[config.mk]
export PLATFORM = sky130hd
export DESIGN_NAME = alu_issue_ctrl
export DESIGN_NICKNAME = d
export VERILOG_FILES = /design/src/rtl/alu_issue_ctrl.sv
export SDC_FILE = /design/constraint.sdc
export NUM_CORES = 1
export LEC_CHECK = 0
export ABC_CLOCK_PERIOD_IN_PS = 2900
export BUFFER_PORTS_ARGS = -buffer_cell sky130_fd_sc_hd__clkbuf_2
export CAP_MARGIN = 20
export CORE_MARGIN = 2
export CORE_UTILIZATION = 46
export DETAILED_ROUTE_END_ITERATION = 16
export HOLD_SLACK_MARGIN = 0.15
export PLACE_DENSITY_LB_ADDON = 0.05
export RECOVER_POWER = 50
export SYNTH_ARGS = -nofsm -noshare
export SYNTH_HDL_FRONTEND = slang
export SYNTH_SLANG_ARGS = --single-unit
[constraint.sdc]
create_clock -name clk -period 2.9 [get_ports clk]
set_input_delay 0.435 -clock clk [delete_from_list [all_inputs] [get_ports clk]]
set_output_delay 0.435 -clock clk [all_outputs]
set_load 0.02 [all_outputs]
[src/rtl/alu_issue_ctrl.sv]
// Issue sequencer between decode and the combinational ALU: latches one op per handshake,
// drives the ALU control code, captures the result and hands it to writeback.
// Optional: define ALU_MUL_MULTICYCLE_EN to hold MUL in EXEC for MUL_LATENCY cycles.
//
// state | meaning
// IDLE  | ready to accept an op from decode
// EXEC  | alu_ctrl/alu_a/alu_b driven from latched op; result captured on last cycle
// DONE  | out_valid high, result held until out_ready
module alu_issue_ctrl #(
  parameter int TAG_W       = 5,
  parameter int MUL_LATENCY = 3
) (
  input  logic             clk,
  input  logic             reset,
  input  logic             in_valid,
  output logic             in_ready,
  input  logic [2:0]       in_op,
  input  logic [31:0]      in_a,
  input  logic [31:0]      in_b,
  input  logic [TAG_W-1:0] in_tag,
  output logic [3:0]       alu_ctrl,
  output logic [31:0]      alu_a,
  output logic [31:0]      alu_b,
  input  logic [31:0]      alu_result,
  output logic             out_valid,
  input  logic             out_ready,
  output logic [31:0]      out_result,
  output logic [TAG_W-1:0] out_tag,
  output logic             out_illegal
);

  localparam logic [1:0] S_IDLE = 2'd0;
  localparam logic [1:0] S_EXEC = 2'd1;
  localparam logic [1:0] S_DONE = 2'd2;

  localparam logic [2:0] OP_ADD  = 3'd0;
  localparam logic [2:0] OP_SUB  = 3'd1;
  localparam logic [2:0] OP_AND  = 3'd2;
  localparam logic [2:0] OP_OR   = 3'd3;
  localparam logic [2:0] OP_MUL  = 3'd4;
  localparam logic [2:0] OP_PASS = 3'd5;

  if (MUL_LATENCY < 1 || MUL_LATENCY > 15) begin : g_bad_mul_latency
    $error("alu_issue_ctrl: MUL_LATENCY must be within 1..15");
  end

  logic [1:0]       state;
  logic [2:0]       op_q;
  logic [31:0]      a_q;
  logic [31:0]      b_q;
  logic [31:0]      result_q;
  logic [TAG_W-1:0] tag_q;
  logic             illegal_q;
  logic             accept;
  logic             op_legal;
  logic             exec_last;

  assign in_ready = (state == S_IDLE);
  assign accept   = in_valid && in_ready;
  assign op_legal = (in_op <= OP_PASS);

`ifdef ALU_MUL_MULTICYCLE_EN
  logic [3:0] mul_cnt;

  // Non-MUL ops always finish after one EXEC cycle; MUL waits for terminal count.
  assign exec_last = (op_q != OP_MUL) || (mul_cnt == 4'd0);

  always_ff @(posedge clk) begin
    if (reset) begin
      mul_cnt <= 4'd0;
    end else if (accept && in_op == OP_MUL) begin
      mul_cnt <= 4'(MUL_LATENCY - 1);
    end else if (state == S_EXEC && mul_cnt != 4'd0) begin
      mul_cnt <= mul_cnt - 4'd1;
    end
  end
`else
  assign exec_last = 1'b1;
`endif

  always_ff @(posedge clk) begin
    if (reset) begin
      state     <= S_IDLE;
      op_q      <= 3'd0;
      a_q       <= 32'd0;
      b_q       <= 32'd0;
      tag_q     <= '0;
      result_q  <= 32'd0;
      illegal_q <= 1'b0;
    end else begin
      case (state)
        S_IDLE: begin
          if (accept) begin
            op_q  <= in_op;
            a_q   <= in_a;
            b_q   <= in_b;
            tag_q <= in_tag;
            if (op_legal) begin
              illegal_q <= 1'b0;
              state     <= S_EXEC;
            end else begin
              illegal_q <= 1'b1;
              result_q  <= 32'd0;
              state     <= S_DONE;
            end
          end
        end
        S_EXEC: begin
          if (exec_last) begin
            result_q <= alu_result;
            state    <= S_DONE;
          end
        end
        S_DONE: begin
          if (out_ready) state <= S_IDLE;
        end
        default: state <= S_IDLE;
      endcase
    end
  end

  // The ALU sees 0000 outside EXEC so it idles at zero.
  always_comb begin
    alu_ctrl = 4'b0000;
    if (state == S_EXEC) begin
      case (op_q)
        OP_ADD:  alu_ctrl = 4'b0001;
        OP_SUB:  alu_ctrl = 4'b0010;
        OP_AND:  alu_ctrl = 4'b0011;
        OP_OR:   alu_ctrl = 4'b0100;
        OP_MUL:  alu_ctrl = 4'b0101;
        OP_PASS: alu_ctrl = 4'b1111;
        default: alu_ctrl = 4'b0000;
      endcase
    end
  end

  assign alu_a       = a_q;
  assign alu_b       = b_q;
  assign out_valid   = (state == S_DONE);
  assign out_result  = result_q;
  assign out_tag     = tag_q;
  assign out_illegal = illegal_q;

endmodule

# [Word level (Yosys, flattened, before mapping)]
# Cells that the tools add are included.
[classes] eq_ne=10 n_reduce_logical=7 muxes=10 n_lt_le_gt_ge=1
[ops] cell="two-way mux 32 bit" count=2
[ops] cell="one-hot mux 32 bit (2 select lines)" count=1
[ops] cell="one-hot mux 4 bit (6 select lines)" count=1
[ops] cell="== test 3 x 2 -> 1 bit, second input constant" count=2
[ops] cell="== test 3 bit, second input constant" count=2
[ops] cell="two-way mux 2 bit" count=3
[ops] cell="one-hot mux 2 bit (3 select lines)" count=1
[ops] cell="two-way mux 4 bit" count=1
[ops] cell="inequality test 2 x 1 -> 1 bit, second input constant" count=2
[ops] cell="AND reduction 2 bit" count=2
[ops] cell="== test 3 x 1 -> 1 bit, second input constant" count=1
[ops] cell="less-or-equal comparator 3 bit, second input constant" count=1
[ops] cell="logical NOT 3 bit" count=1
[ops] cell="AND reduction 3 bit" count=1
[ops] cell="== test 2 x 1 -> 1 bit, second input constant" count=1
[ops] cell="== test 2 bit, second input constant" count=1
[ops] cell="logical NOT 2 bit" count=1
[ops] cell="inequality test 2 bit, second input constant" count=1
[ops] cell="nonzero test 2 bit" count=1
[ops] cell="logical AND 1 bit" count=1
[ops] cell="two-way mux 1 bit" count=1
[totals] word_cells=35 out_inout_bits=108 reg_bits=107 inputBits=108

# [Logic depth before layout (Yosys ltp)]
# Gate-level depths: netlist (run 1).
[logic_depth] ltp_word=4 depth_mapped=5 depth_no_buf=3

# [Worst setup path before layout (run 1)]
# OpenSTA, ideal clock, no wires.
[synth_path] kind="register to output" start="register state[1]" end="output alu_ctrl[3]" path_stages_with_launch=3 arrival_ps=1279 required_ps=2465 slack_ps=1186 path_cell_list="dfxtp_1 -> nand2b_1 -> nor4bb_1"
[synth_via] elab_chain_cells=2
[synth_rtl] element="from (decl)" line_no="47" text="logic [1:0] state;"
[synth_rtl] element="from (signal assigned)" line_no="83" text="state <= S_IDLE;"
[synth_rtl] element="from (signal assigned)" line_no="100" text="state <= S_EXEC;"
[synth_rtl] element="from (signal assigned)" line_no="104" text="state <= S_DONE;"
[synth_rtl] element="== test 2 x 1 -> 1 bit" line_no="125" text="if (state == S_EXEC) begin"
[synth_rtl] element="two-way mux 4 bit" line_no="125"
[synth_rtl] element="to (decl)" line_no="21" text="output logic [3:0] alu_ctrl,"
# No other way between the ends.

# [Worst setup path in the final report (run 1)]
[layout_path] start="register state[1]" end="register b_q[4], in the netlist alu_b[4]"
[layout_via] elab_chain_cells=3
[layout_rtl] element="logical NOT 2 bit *" line_no="58, 91"
[layout_rtl] element="logical AND 1 bit" line_no="59" text="assign accept = in_valid && in_ready;"
[layout_rtl] element="AND reduction 2 bit (no line) *"
[layout_rtl] element="to (signal assigned)" line_no="96" text="b_q <= in_b;"
[layout_rtl] element="to (decl)" line_no="50" text="logic [31:0] b_q;"
# Every way passes the cells marked *; elsewhere a longest branch is shown, timed or not.
# A chain may end at the register's enable or synchronous reset.

==> impl_metrics.csv, run 1 <==
group,metric,value,unit
outcome,status,"finished clean",
sta,max_freq,0.494,GHz
logic_synthesis,ys_ff_latch,107,
global_route,antenna_found_initial,0,
clocking,clockBufferDepth,2,
critical_path,reg2reg_from,"state[1]",
die,die_area,8670,sq um
logic_synthesis,syn_nets,517,
global_route,grt_max_degree,54,
critical_path,cp_top_family,"simple AND/OR/NAND/NOR gates",
clocking,cts.repair.resized,0,
die,die_x,93.1,um
global_route,grt_usage,0.218,
worst_hold_path,min_path_type,"in -> reg",
finish,syn2layout_area_growth,30.8,%
logic_synthesis,synth-simple-area-share,0.172,
sta,hold_viol,0,
logic_synthesis,synth_cell_types,21,
sta,period_needed,2.02,ns
routing,drc,0,
clocking,cts_made_buffers,9,
sta,setup_tns,0,ns
routing,first_pass_iters,4,
finish,finish.net_count,718,
die,rows,32,
finish,drive_above_1_share,0.220,
critical_path,critical-path-slowest-cell,"or3b_2",
sta,worst_clock_skew,0.00872,ns
logic_synthesis,synth_xor_area_frac,0,
sta,rsz0062_at_grt,"no",
critical_path,worstPathRequired,3.16,ns
sta,finalCritPeriodShare,0.698,
critical_path,endpoint_kind,"flop",
logic_synthesis,syn_area_per_cell,8.93,sq um
clocking,clk_pin_slew_worst_paths,0.10,ns
clocking,htree_levels,3,
flow_run,cap_violations,0,
routing,drt_iter0_drc,103,
placed_design,dp_hpwl,7050,um
routing,wire_per_inst,13.9,um
placed_design,placed_area,4730,sq um
clocking,cts_root_buffer,"clkbuf_8",
routing,vias,3498,
power,leakage,2.02,nW
critical_path,slowest_delay,0.69,ns
critical_path,worstSetupPathType,"reg -> reg",
routing,ant_nets,0,
logic_synthesis,synth_top_family_by_area,"compound AO/OA/AOI/OAI gates",
die,start_util,0.473,
finish,num-fill-cells,767,
clocking,cts_tree,"done",
sta,slew_viol_final,0,
global_route,grt_overflow,0,
finish,fin_area,4780,sq um
clocking,postCtsSetupBuffers,0,
die,core,7730,sq um
die,io_pins,216,
critical_path,crit_path_start_kind,"flop",
critical_path,worst_ep_arrival_time,2.29,ns
critical_path,crit_chain,"or3b_2 -> buf_4 -> nand2_1 -> a21oi_1",
logic_synthesis,yosysWarnings,0,
logic_synthesis,synth-seq-area-share,0.586,
finish,regArea,2140,sq um
critical_path,crit_path_max_fanout,38,
critical_path,critPathBufInv,1,
worst_hold_path,min_from,"in_b[9]",
sta,worst_pin_slew,1.09,ns
clocking,cts.sinks,107,
power,power_density,618,nW/um^2
power,ir_drop,0.300,mV
finish,diodes,0,
critical_path,crit_path_start,"state[1]",
placed_design,numPortBuffers,215,
logic_synthesis,synth_cells,409,
die,die_y,93.1,um
logic_synthesis,synthMuxAreaShare,0.00548,
global_route,grt_pass1_wl,15000,um
logic_synthesis,synth_compound_area_frac,0.187,
placed_design,gp_congestion,0.793,
finish,multi_input_area,1340,sq um
logic_synthesis,synth_fa_ha_area_frac,0,
clocking,hold_buffers,0,
routing,wl,9920,um
sta,max-slew-margin-rel,0.276,
clocking,clk_latency,0.36,ns
power,power,2.95,mW
global_route,grt_pass1_vias,3074,
sta,final-setup-viol-count,0,
sta,holdWs,0.284,ns
logic_synthesis,syn_area,3650,sq um
routing,viasPerCell,4.89,
cell usage in the layout (no fill, tap or decap):
| master | count |
|---|---|
| a22o_1 | 32 |
| nand2b_1 | 1 |
| bufinv_16 | 1 |
| clkinvlp_4 | 1 |
| a211oi_1 | 2 |
| nor4bb_1 | 1 |
| nor3b_2 | 1 |
| mux2i_1 | 2 |
| clkbuf_8 | 9 |
| nor2b_1 | 2 |
| clkbuf_2 | 113 |
| a21oi_1 | 74 |
| clkinv_2 | 1 |
| or3b_2 | 1 |
| nand3_1 | 1 |
| dfxtp_1 | 107 |
| inv_6 | 1 |
| o21ba_2 | 1 |
| buf_4 | 3 |
| a31oi_1 | 1 |
| clkbuf_1 | 105 |
| nor2_2 | 1 |
| nand2_1 | 146 |
| buf_8 | 1 |
| nor2_1 | 5 |
| or2_2 | 1 |
worst paths after layout:
check / endpoint / slack [ns] / depth (start not counted)
max: alu_b[4] / 0.88 / 4
min: alu_b[9] / 0.28 / 3
max reg2reg: alu_b[4] / 0.88 / 4
min reg2reg: alu_a[14] / 0.46 / 2
area by class of cell:
class	count	share of cell area
multi-input combinational	272	0.280
timing repair buffer	220	0.207
tap	102	0.0267
clock inverter	4	0.0107
clock buffer	11	0.0275
sequential	107	0.448
worst min-delay path, delay by kind of cell:
kind | cells | cell delay (ns)
compound gates | 1 | 0.05
simple gates | 1 | 0.04
buf+inv | 1 | 0.08
state kept, by name, indices dropped and copies added (netlist names):
register / flops
state: 2
out_result: 32
out_illegal: 1
alu_b: 32
alu_a: 32
out_tag: 5
op_q: 3
routing by layer:
metal | up-vias | GRT usage | share of wire
met4 | 0 | 0.0846 | 0.017
met3 | 13 | 0.0766 | 0.084
met5 | - | 0 | 0
met1 | 1582 | 0.268 | 0.43
met2 | 141 | 0.350 | 0.46
li1 | 1762 | - | -
kinds of logic after synthesis:
| logic type | after synthesis |
|---|---|
| simple gates | 160 |
| compound gates | 110 |
| flops | 107 |
| buf+inv | 30 |
| mux | 2 |
Yosys cell counts (all sizes together):
cell type	n	area, sq um
a31oi	1	6.26
nand2b	1	6.26
a211oi	2	15.0
nand2	146	548
nor2	6	25.0
nor4bb	1	10.0
nand3	1	5.00
nor3b	1	7.51
nor2b	2	12.5
or2	1	6.26
o21ba	1	10.0
a22o	32	280
clkbuf	8	30.0
dfxtp	107	2140
buf	22	150
mux2i	2	20.0
a21oi	74	370
or3b	1	8.76
power by group:
group          total, mW  switching [mW]  internal (mW)  leakage [nW]
registers           1.61          0.0483           1.56         0.876
logic              0.470           0.311          0.159          1.05
clock network      0.875           0.478          0.398        0.0898
total               2.95           0.836           2.11          2.02
through the flow:
step                std cells   util  setup slack, ns
floorplan                 409      -             1.19
global placement          700  0.610            0.745
detailed placement        701  0.612            0.792
CTS                       716  0.635            0.889
global route              716  0.618            0.658
finish                    716  0.618            0.876
Note: power is estimated with default switching activity, not from simulation.
==> run 2, diff against run 1 <==
--- a/config.mk
+++ b/config.mk
@@ -5,11 +5,12 @@
 export SDC_FILE = /design/constraint.sdc
 export NUM_CORES = 1
 export LEC_CHECK = 0
-export ABC_CLOCK_PERIOD_IN_PS = 2900
+export ABC_AREA = 1
+export ABC_CLOCK_PERIOD_IN_PS = 1700
 export BUFFER_PORTS_ARGS = -buffer_cell sky130_fd_sc_hd__clkbuf_2
 export CAP_MARGIN = 20
 export CORE_MARGIN = 2
-export CORE_UTILIZATION = 46
+export CORE_UTILIZATION = 40
 export DETAILED_ROUTE_END_ITERATION = 16
 export HOLD_SLACK_MARGIN = 0.15
 export PLACE_DENSITY_LB_ADDON = 0.05
==> constraint.sdc (replaced) <==
create_clock -name clk -period 1.7 [get_ports clk]
set_input_delay 0.255 -clock clk [delete_from_list [all_inputs] [get_ports clk]]
set_output_delay 0.255 -clock clk [all_outputs]
set_load 0.02 [all_outputs]
==> run 2 against run 1 <==
Compared with the run above: clock skew grew 0.0041 ns; cell count grew 27%; flip-flop and latch count is the same; clock-buffer cell count grew 1; die area grew 20%; first-iteration DRC count grew 3.9%; critical path depth grew 2; clock power grew 85%; non-clock buffer count grew 100; wire length grew 17%; global-route usage shrank 0.24 points; worst setup slack lost 0.73 ns.
==> impl_metrics.csv, run 2 <==
group,metric,value,unit
die,start_util,0.413,
clocking,clockBufferDepth,2,
finish,drive_above_1_share,0.199,
critical_path,crit_chain,"inv_2 -> nand2_2 -> inv_2 -> o21ai_1 -> a21oi_1 -> buf_2",
placed_design,pre_cts_slack,0.372,ns
die,die_x,102,um
global_route,grt_overflow,0,
placed_design,numPortBuffers,215,
logic_synthesis,synth_top_area_cell,"dfxtp_1",
routing,drc,0,
sta,worst_pin_slew,0.452,ns
sta,finalWorstSetupSlack,0.148,ns
logic_synthesis,synthFlopType,"dfxtp_1",
critical_path,slowest_delay,0.34,ns
finish,final_util,0.646,
routing,wire_per_inst,12.7,um
clocking,cts_made_buffers,9,
worst_hold_path,min_path_type,"in -> reg",
routing,first_pass_iters,4,
clocking,cts_tree,"done",
logic_synthesis,syn_area_per_cell,7.93,sq um
clocking,cts_root_buffer,"clkbuf_8",
logic_synthesis,ys_top_cells_by_area,"dfxtp_1 56%, nor2_1 14%, o21ai_0 8.3%, a21oi_1 4.7%, nand3_1 4.3%",
routing,wl,11600,um
die,core,9280,sq um
finish,mostFrequentLayoutCells,"147 x nor2_1, 119 x clkbuf_2, 105 x dfxtp_1, 95 x clkbuf_1, 93 x dlygate4sd3_1",
critical_path,worstSetupPathType,"reg -> out",
logic_synthesis,synth-edff-count,0,
global_route,grt_max_degree,50,
logic_synthesis,synth.most_common_cell,"nor2_1",
flow_run,cap_violations,0,
placed_design,placed_cells,804,
power,leakage,2.58,nW
finish,final_common_cell,"nor2_1",
finish,final-instance-count-excl-fill,912,
sta,worst_clock_skew,0.0129,ns
finish,syn2layout_area_growth,56.4,%
sta,final-setup-viol-count,0,
global_route,grt_usage,0.215,
finish,finish.net_count,887,
logic_synthesis,synth_cell_types,17,
clocking,clk_latency,0.36,ns
logic_synthesis,yosysWarnings,0,
die,rows,35,
routing,vias,4185,
logic_synthesis,syn_nets,592,
logic_synthesis,synthArstFlopShare,0,
critical_path,endpoint_kind,"primary output",
critical_path,crit_path_start_kind,"flop",
placed_design,gp_congestion,0.789,
critical_path,worst_ep_arrival_time,1.30,ns
sta,rsz0062_at_grt,"no",
placed_design,dp_hpwl,7340,um
logic_synthesis,ys_ff_latch,107,
sta,slew_viol_final,0,
sta,hold_viol,0,
power,ir_drop,0.523,mV
sta,max_freq,0.644,GHz
global_route,antenna_found_initial,0,
logic_synthesis,synth_top_area_share,0.558,
logic_synthesis,synth-seq-area-share,0.558,
critical_path,worstPathRequired,1.44,ns
routing,viasPerCell,4.59,
clocking,cts.sinks,107,
die,die_y,102,um
clocking,htree_levels,3,
logic_synthesis,synth_cells,484,
logic_synthesis,ys_top_cells_by_count,"146 x nor2_1, 107 x dfxtp_1, 64 x o21ai_0, 36 x a21oi_1, 36 x nand2_1",
global_route,grt_pass1_vias,3952,
logic_synthesis,syn_area,3840,sq um
die,die_area,10400,sq um
sta,max-slew-margin-rel,0.698,
sta,finalCritPeriodShare,0.913,
routing,drt_iter0_drc,107,
global_route,grt_pass1_wl,17900,um
critical_path,critical-path-slowest-cell,"dfxtp_2",
sta,setup_tns,0,ns
routing,ant_nets,0,
sta,period_needed,1.55,ns
outcome,status,"finished clean",
critical_path,crit_path_max_fanout,3,
die,io_pins,216,
finish,diodes,0,
critical_path,crit_path_frequent_cell,"inv_2",
clocking,clk_pin_slew_worst_paths,0.10,ns
power,power_density,937,nW/um^2
## run 2: changes by cell type after synthesis, moves of 3 or more
cell,delta
a21oi_1,-38
a22o_1,-32
clkbuf_1,+4
inv_1,+6
inv_2,+3
nand2_1,-110
nand3_1,+32
nor2_1,+141
o21ai_0,+64
o21ai_1,+11
## run 2: path summary, 6_finish.rpt
| check | start | endpoint | slack (ns) | cells past startpoint |
|---|---|---|---|---|
| worst min-delay path | in_a[5] | alu_a[5] | 0.17 | 3 |
| worst max-delay path | state[1] | alu_ctrl[0] | 0.15 | 6 |
| worst min register to register | out_result[21] | out_result[21] | 0.48 | 2 |
| worst max register to register | state[1] | out_tag[1] | 0.30 | 6 |
## run 2: area by class of cell
| cell class | instances | area [sq um] |
|---|---|---|
| clock inverter | 3 | 46.3 |
| inverter | 9 | 33.8 |
| sequential | 107 | 2140 |
| fill | 891 | 3280 |
| multi-input combinational | 332 | 1440 |
| clock buffer | 12 | 165 |
| tap | 129 | 161 |
| timing repair buffer | 320 | 2010 |
## run 2: cell families after synthesis
logic type	after synthesis	synth area share
and+or+nand+nor	221	0.232
buffers and inverters	45	0.0652
AOI/OAI and AO/OA	111	0.145
DFF	107	0.558
## run 2: what timing repair did
action | CTS | global route
endpoints found under the hold margin | 93 | 0
hold buffers | 93 | 0
gates resized for setup | 1 | 6
buffers inserted | 0 | 0
endpoints found under the setup margin | 1 | 2
cloned | 0 | 0
## run 2: critical path, delay by kind of cell (launching register included)
kind	cells	cell delay, ns
flip-flops	1	0.34
buffers and inverters	3	0.30
AO/OA/AOI/OAI	2	0.23
AND/OR/NAND/NOR	1	0.06
## run 2: per-stage QoR
| stage | instance area, sq um | hold WS [ns] | total power [mW] |
|---|---|---|---|
| 2_1_floorplan | 3840 | 0.398 | 3.53 |
| 3_3_place_gp | 4970 | 0.462 | 3.92 |
| 3_5_place_dp | 4970 | 0.471 | 3.94 |
| 4_1_cts | 6120 | 0.151 | 5.73 |
| 5_1_grt | 6000 | 0.177 | 5.91 |
| 6_report | 6000 | 0.172 | 5.62 |
## run 2: layer usage
metal	wire, um	vias to the layer above	share of wire	GRT usage
met5	0	-	0	0
met4	317	0	0.027	0.105
met3	820	23	0.071	0.0540
met2	5530	155	0.48	0.373
met1	4920	1854	0.42	0.248
li1	-	2153	-	-
## run 2: power breakdown
part,switching (mW),internal [mW]
Combinational,0.718,0.478
Clock,0.826,0.798
Sequential,0.100,2.71
